<file path="config.mk">
export PLATFORM = sky130hd
export DESIGN_NAME = dc_access
export DESIGN_NICKNAME = d
export VERILOG_FILES = /design/src/rtl/dc_access_pkg.sv /design/src/rtl/dc_store_lane.sv /design/src/rtl/dc_access.sv
export SDC_FILE = /design/constraint.sdc
export NUM_CORES = 1
export LEC_CHECK = 0
export ABC_AREA = 1
export BUFFER_PORTS_ARGS = -buffer_cell sky130_fd_sc_hd__buf_2
export CAP_MARGIN = 20
export CORE_AREA = 2 2 303 305
export CTS_CLUSTER_DIAMETER = 150
export CTS_CLUSTER_SIZE = 10
export DETAILED_ROUTE_END_ITERATION = 16
export DIE_AREA = 0 0 305 307
export GPL_ROUTABILITY_DRIVEN = 0
export MAX_ROUTING_LAYER = met4
export PLACE_DENSITY = 0.4
export SLEW_MARGIN = 0
export SYNTH_ARGS = -nofsm -noshare
export SYNTH_HDL_FRONTEND = slang
export SYNTH_SLANG_ARGS = --single-unit
</file>
<file path="constraint.sdc">
create_clock -name clk -period 1.24 [get_ports clk]
set_input_delay 0.186 -clock clk [delete_from_list [all_inputs] [get_ports clk]]
set_output_delay 0.186 -clock clk [all_outputs]
set_load 0.1 [all_outputs]
</file>
<file path="src/rtl/dc_access_pkg.sv">
// Shared definitions for the DC stage: bus field offsets, exception bits,
// access-size encodings, decoded mem_op layout and FSM state type.
package dc_access_pkg;

    // EX_TO_DC bus, low fields (payload sits above EX_PAYLOAD_LO)
    localparam int unsigned EX_EXC_LO     = 0;
    localparam int unsigned EX_PC_LO      = 32;
    localparam int unsigned EX_ADDR_LO    = 64;
    localparam int unsigned EX_SDATA_LO   = 96;
    localparam int unsigned EX_MEMOP_LO   = 128;
    localparam int unsigned EX_RSVD_LO    = 136;
    localparam int unsigned EX_PAYLOAD_LO = 168;

    // DC_TO_MEM bus
    localparam int unsigned DC_EXC_LO     = 0;
    localparam int unsigned DC_BADV_LO    = 32;
    localparam int unsigned DC_PC_LO      = 64;
    localparam int unsigned DC_PAYLOAD_LO = 96;

    localparam int unsigned EXC_ADES_BIT = 14;
    localparam int unsigned EXC_ADEL_BIT = 15;

    localparam logic [1:0] SIZE_BYTE = 2'd0;
    localparam logic [1:0] SIZE_HALF = 2'd1;
    localparam logic [1:0] SIZE_WORD = 2'd2;

    typedef struct packed {
        logic lb;
        logic lbu;
        logic lh;
        logic lhu;
        logic lw;
        logic sb;
        logic sh;
        logic sw;
    } mem_op_t;

    typedef enum logic [2:0] {
        ST_IDLE,
        ST_REQ,
        ST_WAIT,
        ST_HOLD,
        ST_DRAIN
    } dc_state_e;

endpackage

</file>
<file path="src/rtl/dc_store_lane.sv">
// Decodes a memory op into request size, byte enables, replicated store
// data and an alignment fault flag.
module dc_store_lane
    import dc_access_pkg::*;
(
    input  mem_op_t     mem_op,
    input  logic [31:0] addr,
    input  logic [31:0] store_data,
    output logic [1:0]  size,
    output logic [3:0]  wstrb,
    output logic [31:0] wdata,
    output logic        is_load,
    output logic        is_store,
    output logic        misaligned
);

    logic is_half;
    logic is_word;
    logic unused_addr;

    assign unused_addr = ^addr[31:2];

    always_comb begin
        is_half    = mem_op.lh | mem_op.lhu | mem_op.sh;
        is_word    = mem_op.lw | mem_op.sw;
        is_load    = mem_op.lb | mem_op.lbu | mem_op.lh | mem_op.lhu | mem_op.lw;
        is_store   = mem_op.sb | mem_op.sh | mem_op.sw;
        misaligned = (is_half & addr[0]) | (is_word & (addr[1:0] != 2'b00));

        if (is_word) begin
            size = SIZE_WORD;
        end else if (is_half) begin
            size = SIZE_HALF;
        end else begin
            size = SIZE_BYTE;
        end

        wstrb = '0;
        wdata = '0;
        if (mem_op.sb) begin
            wstrb = 4'b0001 << addr[1:0];
            wdata = {4{store_data[7:0]}};
        end else if (mem_op.sh) begin
            wstrb = addr[1] ? 4'b1100 : 4'b0011;
            wdata = {2{store_data[15:0]}};
        end else if (mem_op.sw) begin
            wstrb = 4'b1111;
            wdata = store_data;
        end
    end

endmodule

</file>
<file path="src/rtl/dc_access.sv">
// Data-access stage between EX and MEM: registers the EX result, checks
// alignment, runs the data-memory handshake and stalls while in flight.
module dc_access
    import dc_access_pkg::*;
#(
    parameter int unsigned PAYLOAD_WD = 178,
    parameter int unsigned STALL_IDX  = 5
) (
    input  logic                    clk,
    input  logic                    rst,
    input  logic                    flush,
    input  logic [7:0]              stall,
    input  logic [PAYLOAD_WD+167:0] ex_to_dc_bus,
    output logic [PAYLOAD_WD+95:0]  dc_to_mem_bus,
    output logic                    stallreq_dc,
    output logic                    data_req,
    output logic                    data_wr,
    output logic [1:0]              data_size,
    output logic [31:0]             data_addr,
    output logic [3:0]              data_wstrb,
    output logic [31:0]             data_wdata,
    input  logic                    data_addr_ok,
    input  logic                    data_data_ok,
    input  logic [31:0]             data_rdata,
    output logic [31:0]             dc_rdata
);

    logic [PAYLOAD_WD-1:0] payload_q;
    mem_op_t               op_q;
    logic [31:0]           sdata_q;
    logic [31:0]           addr_q;
    logic [31:0]           pc_q;
    logic [31:0]           exc_q;

    logic        advance;
    logic        bubble;
    logic [1:0]  lane_size;
    logic [3:0]  lane_wstrb;
    logic [31:0] lane_wdata;
    logic        is_load;
    logic        is_store;
    logic        misaligned;
    logic        access;
    logic        need;
    logic        issue;
    logic [31:0] exc_out;
    logic [31:0] bad_vaddr;

    dc_state_e   state;
    logic        served;
    logic [31:0] rdata_buf;

    // The 32 bits between mem_op and the payload carry nothing this stage uses.
    logic unused_inputs;
    assign unused_inputs = ^{stall, ex_to_dc_bus[EX_RSVD_LO +: 32]};

    assign advance = ~stall[STALL_IDX];
    assign bubble  = stall[STALL_IDX] & ~stall[STALL_IDX+1];

    always_ff @(posedge clk or negedge rst) begin
        if (!rst) begin
            payload_q <= '0;
            op_q      <= '0;
            sdata_q   <= '0;
            addr_q    <= '0;
            pc_q      <= '0;
            exc_q     <= '0;
        end else if (flush || bubble) begin
            payload_q <= '0;
            op_q      <= '0;
            sdata_q   <= '0;
            addr_q    <= '0;
            pc_q      <= '0;
            exc_q     <= '0;
        end else if (advance) begin
            payload_q <= ex_to_dc_bus[EX_PAYLOAD_LO +: PAYLOAD_WD];
            op_q      <= mem_op_t'(ex_to_dc_bus[EX_MEMOP_LO +: 8]);
            sdata_q   <= ex_to_dc_bus[EX_SDATA_LO +: 32];
            addr_q    <= ex_to_dc_bus[EX_ADDR_LO +: 32];
            pc_q      <= ex_to_dc_bus[EX_PC_LO +: 32];
            exc_q     <= ex_to_dc_bus[EX_EXC_LO +: 32];
        end
    end

    dc_store_lane u_lane (
        .mem_op     (op_q),
        .addr       (addr_q),
        .store_data (sdata_q),
        .size       (lane_size),
        .wstrb      (lane_wstrb),
        .wdata      (lane_wdata),
        .is_load    (is_load),
        .is_store   (is_store),
        .misaligned (misaligned)
    );

    always_comb begin
        exc_out   = exc_q;
        bad_vaddr = '0;
        if (misaligned) begin
            bad_vaddr = addr_q;
            if (is_load) begin
                exc_out[EXC_ADEL_BIT] = 1'b1;
            end
            if (is_store) begin
                exc_out[EXC_ADES_BIT] = 1'b1;
            end
        end
    end

    assign access = (op_q != '0) && (exc_q == '0) && !misaligned;
    assign need   = access && !served;
    // A flushed instruction must never start a transaction, stores above all.
    assign issue  = need && !flush;

    always_comb begin
        data_req    = 1'b0;
        stallreq_dc = 1'b0;
        case (state)
            ST_IDLE: begin
                data_req    = issue;
                stallreq_dc = need;
            end
            ST_REQ: begin
                data_req    = 1'b1;
                stallreq_dc = 1'b1;
            end
            ST_WAIT:  stallreq_dc = ~data_data_ok;
            ST_DRAIN: stallreq_dc = access;
            default: begin
                data_req    = 1'b0;
                stallreq_dc = 1'b0;
            end
        endcase
    end

    always_ff @(posedge clk or negedge rst) begin
        if (!rst) begin
            state     <= ST_IDLE;
            served    <= 1'b0;
            rdata_buf <= '0;
        end else begin
            if (flush || advance || bubble) begin
                served <= 1'b0;
            end
            case (state)
                ST_IDLE: begin
                    if (issue) begin
                        state <= data_addr_ok ? ST_WAIT : ST_REQ;
                    end
                end
                ST_REQ: begin
                    if (flush) begin
                        state <= data_addr_ok ? ST_DRAIN : ST_IDLE;
                    end else if (data_addr_ok) begin
                        state <= ST_WAIT;
                    end
                end
                ST_WAIT: begin
                    if (data_data_ok) begin
                        rdata_buf <= data_rdata;
                        if (flush || advance) begin
                            state <= ST_IDLE;
                        end else begin
                            state  <= ST_HOLD;
                            served <= ~bubble;
                        end
                    end else if (flush) begin
                        state <= ST_DRAIN;
                    end
                end
                ST_HOLD: begin
                    if (flush || advance) begin
                        state <= ST_IDLE;
                    end
                end
                ST_DRAIN: begin
                    if (data_data_ok) begin
                        state <= ST_IDLE;
                    end
                end
                default: state <= ST_IDLE;
            endcase
        end
    end

    assign data_wr       = is_store;
    assign data_size     = lane_size;
    assign data_addr     = addr_q;
    assign data_wstrb    = lane_wstrb;
    assign data_wdata    = lane_wdata;
    assign dc_to_mem_bus = {payload_q, pc_q, bad_vaddr, exc_out};
    assign dc_rdata      = data_data_ok ? data_rdata : rdata_buf;

endmodule

</file>
Word-level counts from Yosys, hierarchy flattened
Cells that the tools add are included.
{"block": "word_totals", "word_cells": 102, "reg_bits": 350}
{"block": "classes", "shifts": 1, "muxes": 43, "n_eq_ne": 10, "bitwise_logic": 17, "reduce_logical": 15}
{"cell": "32-bit two-way mux", "n": 13}
{"cell": "178-bit two-way mux", "n": 2}
{"cell": "32-bit zero test", "n": 1}
{"cell": "3-bit two-way mux", "n": 8}
{"cell": "4-bit two-way mux", "n": 4}
{"cell": "8-bit two-way mux", "n": 2}
{"cell": "3-bit one-hot mux with 5 select lines", "n": 1}
{"cell": "1-bit OR", "n": 10}
{"cell": "2-bit two-way mux", "n": 4}
{"cell": "8-bit nonzero test", "n": 1}
{"cell": "1-bit two-way mux", "n": 7}
{"cell": "3-bit by 2-bit == test with 1-bit output, second input constant", "n": 2}
{"cell": "2-bit != test, second input constant", "n": 3}
{"cell": "3-bit != test, second input constant", "n": 2}
{"cell": "5-bit AND reduction", "n": 1}
{"cell": "1-bit logical AND", "n": 4}
{"cell": "1-bit NOT", "n": 4}
{"cell": "1-bit one-hot mux with 4 select lines", "n": 1}
{"cell": "1-bit by 2-bit << shifter with 4-bit output, first input constant", "n": 1}
{"cell": "1-bit bitwise AND", "n": 3}
{"cell": "3-bit by 1-bit == test with 1-bit output, second input constant", "n": 1}
{"cell": "3-bit == test, second input constant", "n": 1}
{"cell": "1-bit zero test", "n": 3}
{"cell": "3-bit zero test", "n": 1}
{"cell": "other kinds (4)", "n": 6}

Longest topological paths before layout
{"block": "depth", "depth_word": 10, "ltp_mapped": 10, "mapped_depth_nobuf": 10}

Cells and area by module
A second synthesis with hierarchy kept.
{"block": "hier_totals", "hier_cells": 1925, "hier_area_um2": 15895.2}
{"module": "dc_access", "area_per_inst_um2": 15302.2, "cells_each": 1790, "seq_area_each_um2": 8758.4, "n_inst": 1}
{"module": "dc_store_lane", "area_per_inst_um2": 593.1, "cells_each": 135, "seq_area_each_um2": 0.0, "n_inst": 1}

Worst setup path after synthesis
No wires, ideal clock.
{"block": "synth_timing", "kind": "reg2out", "startpoint": "reg addr_q[0] (netlist: data_addr[0])", "endpoint": "out data_wstrb[1]", "setup_slack_ps": -2396, "arrival_ps": 3450, "stages_incl_launch_ff": 3, "required_time_ps": 1054, "cell_sequence": "dfrtp_1 > inv_1 > o31ai_1"}
{"block": "synth_via", "elab_chain_len": 2}
{"element": "start: declaration", "line": "dc_access.sv:31", "source": "logic [31:0] addr_q;"}
{"element": "start signal: assignment", "line": "dc_access.sv:79", "source": "addr_q <= ex_to_dc_bus[EX_ADDR_LO +: 32];"}
{"element": "1-bit by 2-bit << shifter with 4-bit output", "line": "dc_store_lane.sv:41", "source": "wstrb = 4'b0001 << addr[1:0];"}
{"element": "4-bit two-way mux", "line": "dc_store_lane.sv:40", "source": "if (mem_op.sb) begin"}
{"element": "end: declaration", "line": "dc_access.sv:20", "source": "output logic [3:0] data_wstrb,"}
Every way passes these cells.

Worst setup path in the final report
{"block": "layout_timing", "startpoint": "reg exc_q[17]", "endpoint": "out data_req"}
{"block": "layout_via", "elab_chain_len": 6}
{"element": "start: declaration", "line": "dc_access.sv:33", "source": "logic [31:0] exc_q;"}
{"element": "start signal: assignment", "line": "dc_access.sv:81", "source": "exc_q <= ex_to_dc_bus[EX_EXC_LO +: 32];"}
{"element": "32-bit zero test", "line": "dc_access.sv:111", "source": "assign access = (op_q != '0) && (exc_q == '0) && !misaligned;"}
{"element": "1-bit logical AND (2 in a row)", "line": "dc_access.sv:111"}
{"element": "1-bit logical AND", "line": "dc_access.sv:112", "source": "assign need = access && !served;"}
{"element": "1-bit logical AND", "line": "dc_access.sv:114", "source": "assign issue = need && !flush;"}
{"element": "1-bit one-hot mux with 2 select lines", "line": "dc_access.sv:119", "source": "case (state)"}
{"element": "end: declaration", "line": "dc_access.sv:16", "source": "output logic data_req,"}
Every way passes these cells.

==> impl_metrics.env <==
export IMPL_synthTopCellsByCount="570 x nand3_1, 360 x nand2_1, 350 x dfrtp_1"
export IMPL_grt_pass1_wl_um=118000
export IMPL_holdWs_ns=-0.00668
export IMPL_start_kind="register"
export IMPL_dpl_hpwl_um=58300
export IMPL_drtIter0Drc=892
export IMPL_criticalPathCategory="register to output port"
export IMPL_cts_num_sinks=350
export IMPL_fin_cells=4253
export IMPL_placed_cell_area_sq_um=28700
export IMPL_hold_viol=3
export IMPL_synth_top_area_share_pct=56.4
export IMPL_arrival_ns=2.14
export IMPL_synthMostInstantiatedCell="nand3_1"
export IMPL_synthArstFlopShare_pct=100
export IMPL_postCtsHoldBufs=315
export IMPL_fp_dieW_um=305
export IMPL_dr_pass1_iters=5
export IMPL_relSlewSlack_pct=74.7
export IMPL_netlist_area_sq_um=15500
export IMPL_violations="negative hold slack, negative setup slack"
export IMPL_finalInstanceArea_sq_um=35300
export IMPL_placed_cells=3769
export IMPL_vias_per_cell=4.20
export IMPL_ys_top_cells_by_area="dfrtp_1 56%, nand3_1 18%, nand2_1 8.7%, o21ai_0 3.0%, inv_1 2.5%"
export IMPL_drc=0
export IMPL_rsz0062_at_grt="yes"
export IMPL_max_freq_ghz=0.430
export IMPL_synth_cells=1820
export IMPL_drv_cap=0
export IMPL_postRouteAntennaNets=0
export IMPL_antenna_found_initial=12
export IMPL_status="complete, but fails checks"
export IMPL_syn_area_per_cell_sq_um=8.53
export IMPL_utilization_pct=38.9
export IMPL_core_area_sq_um=90700
export IMPL_skew_ns=0.0107
export IMPL_power_leakage_nw=16.5
export IMPL_wire_per_inst_um=18.7
export IMPL_p_per_area_nw_per_um2=1230
export IMPL_drv_slew=0
export IMPL_cts_buffer_depth=3
export IMPL_die_area_sq_um=93600
export IMPL_finalSetupViolCount=415
export IMPL_cts_made_buffers=40
export IMPL_worst_slew_pin_transition_ns=0.379
export IMPL_finalCritPeriodShare_pct=187
export IMPL_fin_nets=3440
export IMPL_fillerInstances=8845
export IMPL_holdCritPathClass="primary input to register"
export IMPL_initial_utilization_pct=17.1
export IMPL_rows=111
export IMPL_synth_seq_area_share_pct=56.4
export IMPL_synth_edf_count=0
export IMPL_final_setup_worst_slack_ns=-1.08
export IMPL_required_ns=1.05
export IMPL_yosysWarningCount=0
export IMPL_io_buffers=731
export IMPL_grt_usage_pct=16.8
export IMPL_synth_ff_latch_count=350
export IMPL_fin_crit_ns=2.32
export IMPL_cts_root_buf="clkbuf_16"
export IMPL_syn_nets=2211
export IMPL_tritoncts="yes"
export IMPL_first_global_vias=18600
export IMPL_io_pins=770
export IMPL_peakVddDrop_mv=0.786
export IMPL_die_y_um=307
export IMPL_overflow=0
export IMPL_routed_wl_um=79600
export IMPL_synth_cell_types=23
export IMPL_final_layout_size_suffix_gt1_share_pct=44.8
export IMPL_end_kind="output port"
export IMPL_vias=17800
export IMPL_synth_top_area_cell="dfrtp_1"
export IMPL_insertion_delay_ns=0.56
export IMPL_grt_start_max_net_pins=58
export IMPL_worstPathMaxFanout=2
export IMPL_area_growth_pct=127
export IMPL_clkTransAtPathRegs_ns=0.06
export IMPL_htreeDepth=2
export IMPL_synthFlopType="dfrtp_1"
==> timing repair <==
item                       4_1_cts  5_1_grt
pin swaps                       42       40
setup buffers                   68       62
setup endpoints to repair      400      417
gates resized for setup        229      152
hold endpoints to repair       632        3
gates cloned                     4        7
==> sequential cells by signal (all words and copies together) (netlist names) <==
signal and flops:
op_q 8, sdata_q 32, state 3, pc_q 32, payload_q 178, rdata_buf 32, data_addr 32, served 1
exc_q 32
==> cell families (layout without fill, tap and decap cells) <==
| group | Yosys count | in the layout | synth area share, % |
|---|---|---|---|
| other | 0 | 11 | 0 |
| flip-flops | 350 | 350 | 56.4 |
| buffers and inverters | 292 | 1528 | 8.47 |
| AND/OR/NAND/NOR | 1010 | 1010 | 29.3 |
| AO/OA/AOI/OAI | 168 | 168 | 5.77 |
==> final timing paths <==
check                                        from       endpoint  slack [ns]  cells past startpoint
min in group asynchronous                     rst  payload_q[64]        0.07                      2
max in group asynchronous                     rst     sdata_q[9]        0.47                      4
worst min-delay path            ex_to_dc_bus[105]     sdata_q[9]      -0.007                      3
worst max register to register          exc_q[17]       state[1]       -0.45                     11
worst max-delay path                    exc_q[17]       data_req       -1.08                      8
worst min register to register      rdata_buf[14]  rdata_buf[14]        0.53                      2
==> metrics by stage <==
stage	worst slack, ns	hold slack, ns	setup TNS, ns	power (W)
after floorplan	-0.881	-0.110	-44.79	0.0221
after global placement	-0.922	0.0549	-33.67	0.0287
after detailed placement	-0.891	0.0540	-32.85	0.0287
after CTS	-1.32	-0.0433	-124.66	0.0418
after global routing	-1.24	-0.00314	-131.84	0.0452
final	-1.08	-0.00668	-105.62	0.0433
==> critical path: stages, from the launching register on <==
cell     delay (ns)
dfrtp_1        0.38
nor2_1         0.15
nand2_1        0.07
nor2_1         0.17
nand2_4        0.09
nor2_4         0.12
nand4_1        0.16
o21ai_4        0.22
buf_12         0.20
==> cells in the final DEF (no fill, tap or decap), drive strengths merged, types with 3 or more instances in the layout <==
master       Yosys  routed
nand2          362     362
nor2            72      72
dlygate4sd3      0     315
diode            0      11
buf            131    1049
nand4            5       5
o21ai          146     146
inv            109     109
nand3          570     570
o22ai            8       8
o31ai            3       3
o221ai           9       9
clkbuf          52      53
dfrtp          350     350
==> layer usage <==
layer / track usage [%] / share of wire [%] / up-vias
met3: 4.53 / 6.6 / 141
met5: - / 0 / -
met4: 5.73 / 3.5 / 0
li1: - / - / 8521
met2: 27.7 / 49 / 579
met1: 19.8 / 41 / 8606
==> final cells by class <==
type	count	area (sq um)	share of cell area, %
antenna	11	27.5	0.0780
multi-input combinational	1178	7050	20.0
sequential	350	8800	25.0
inverter	109	455	1.29
tap	1186	1480	4.21
clock inverter	2	17.5	0.0497
clock buffer	47	1050	2.97
timing repair buffer	1370	16400	46.5
==> power breakdown <==
part / switching, W / internal, W / total [W]
Sequential: 0.000726 / 0.0124 / 0.0132
Combinational: 0.0114 / 0.00784 / 0.0192
Clock: 0.00501 / 0.00589 / 0.0109
Power figures use the tool's default switching activity.
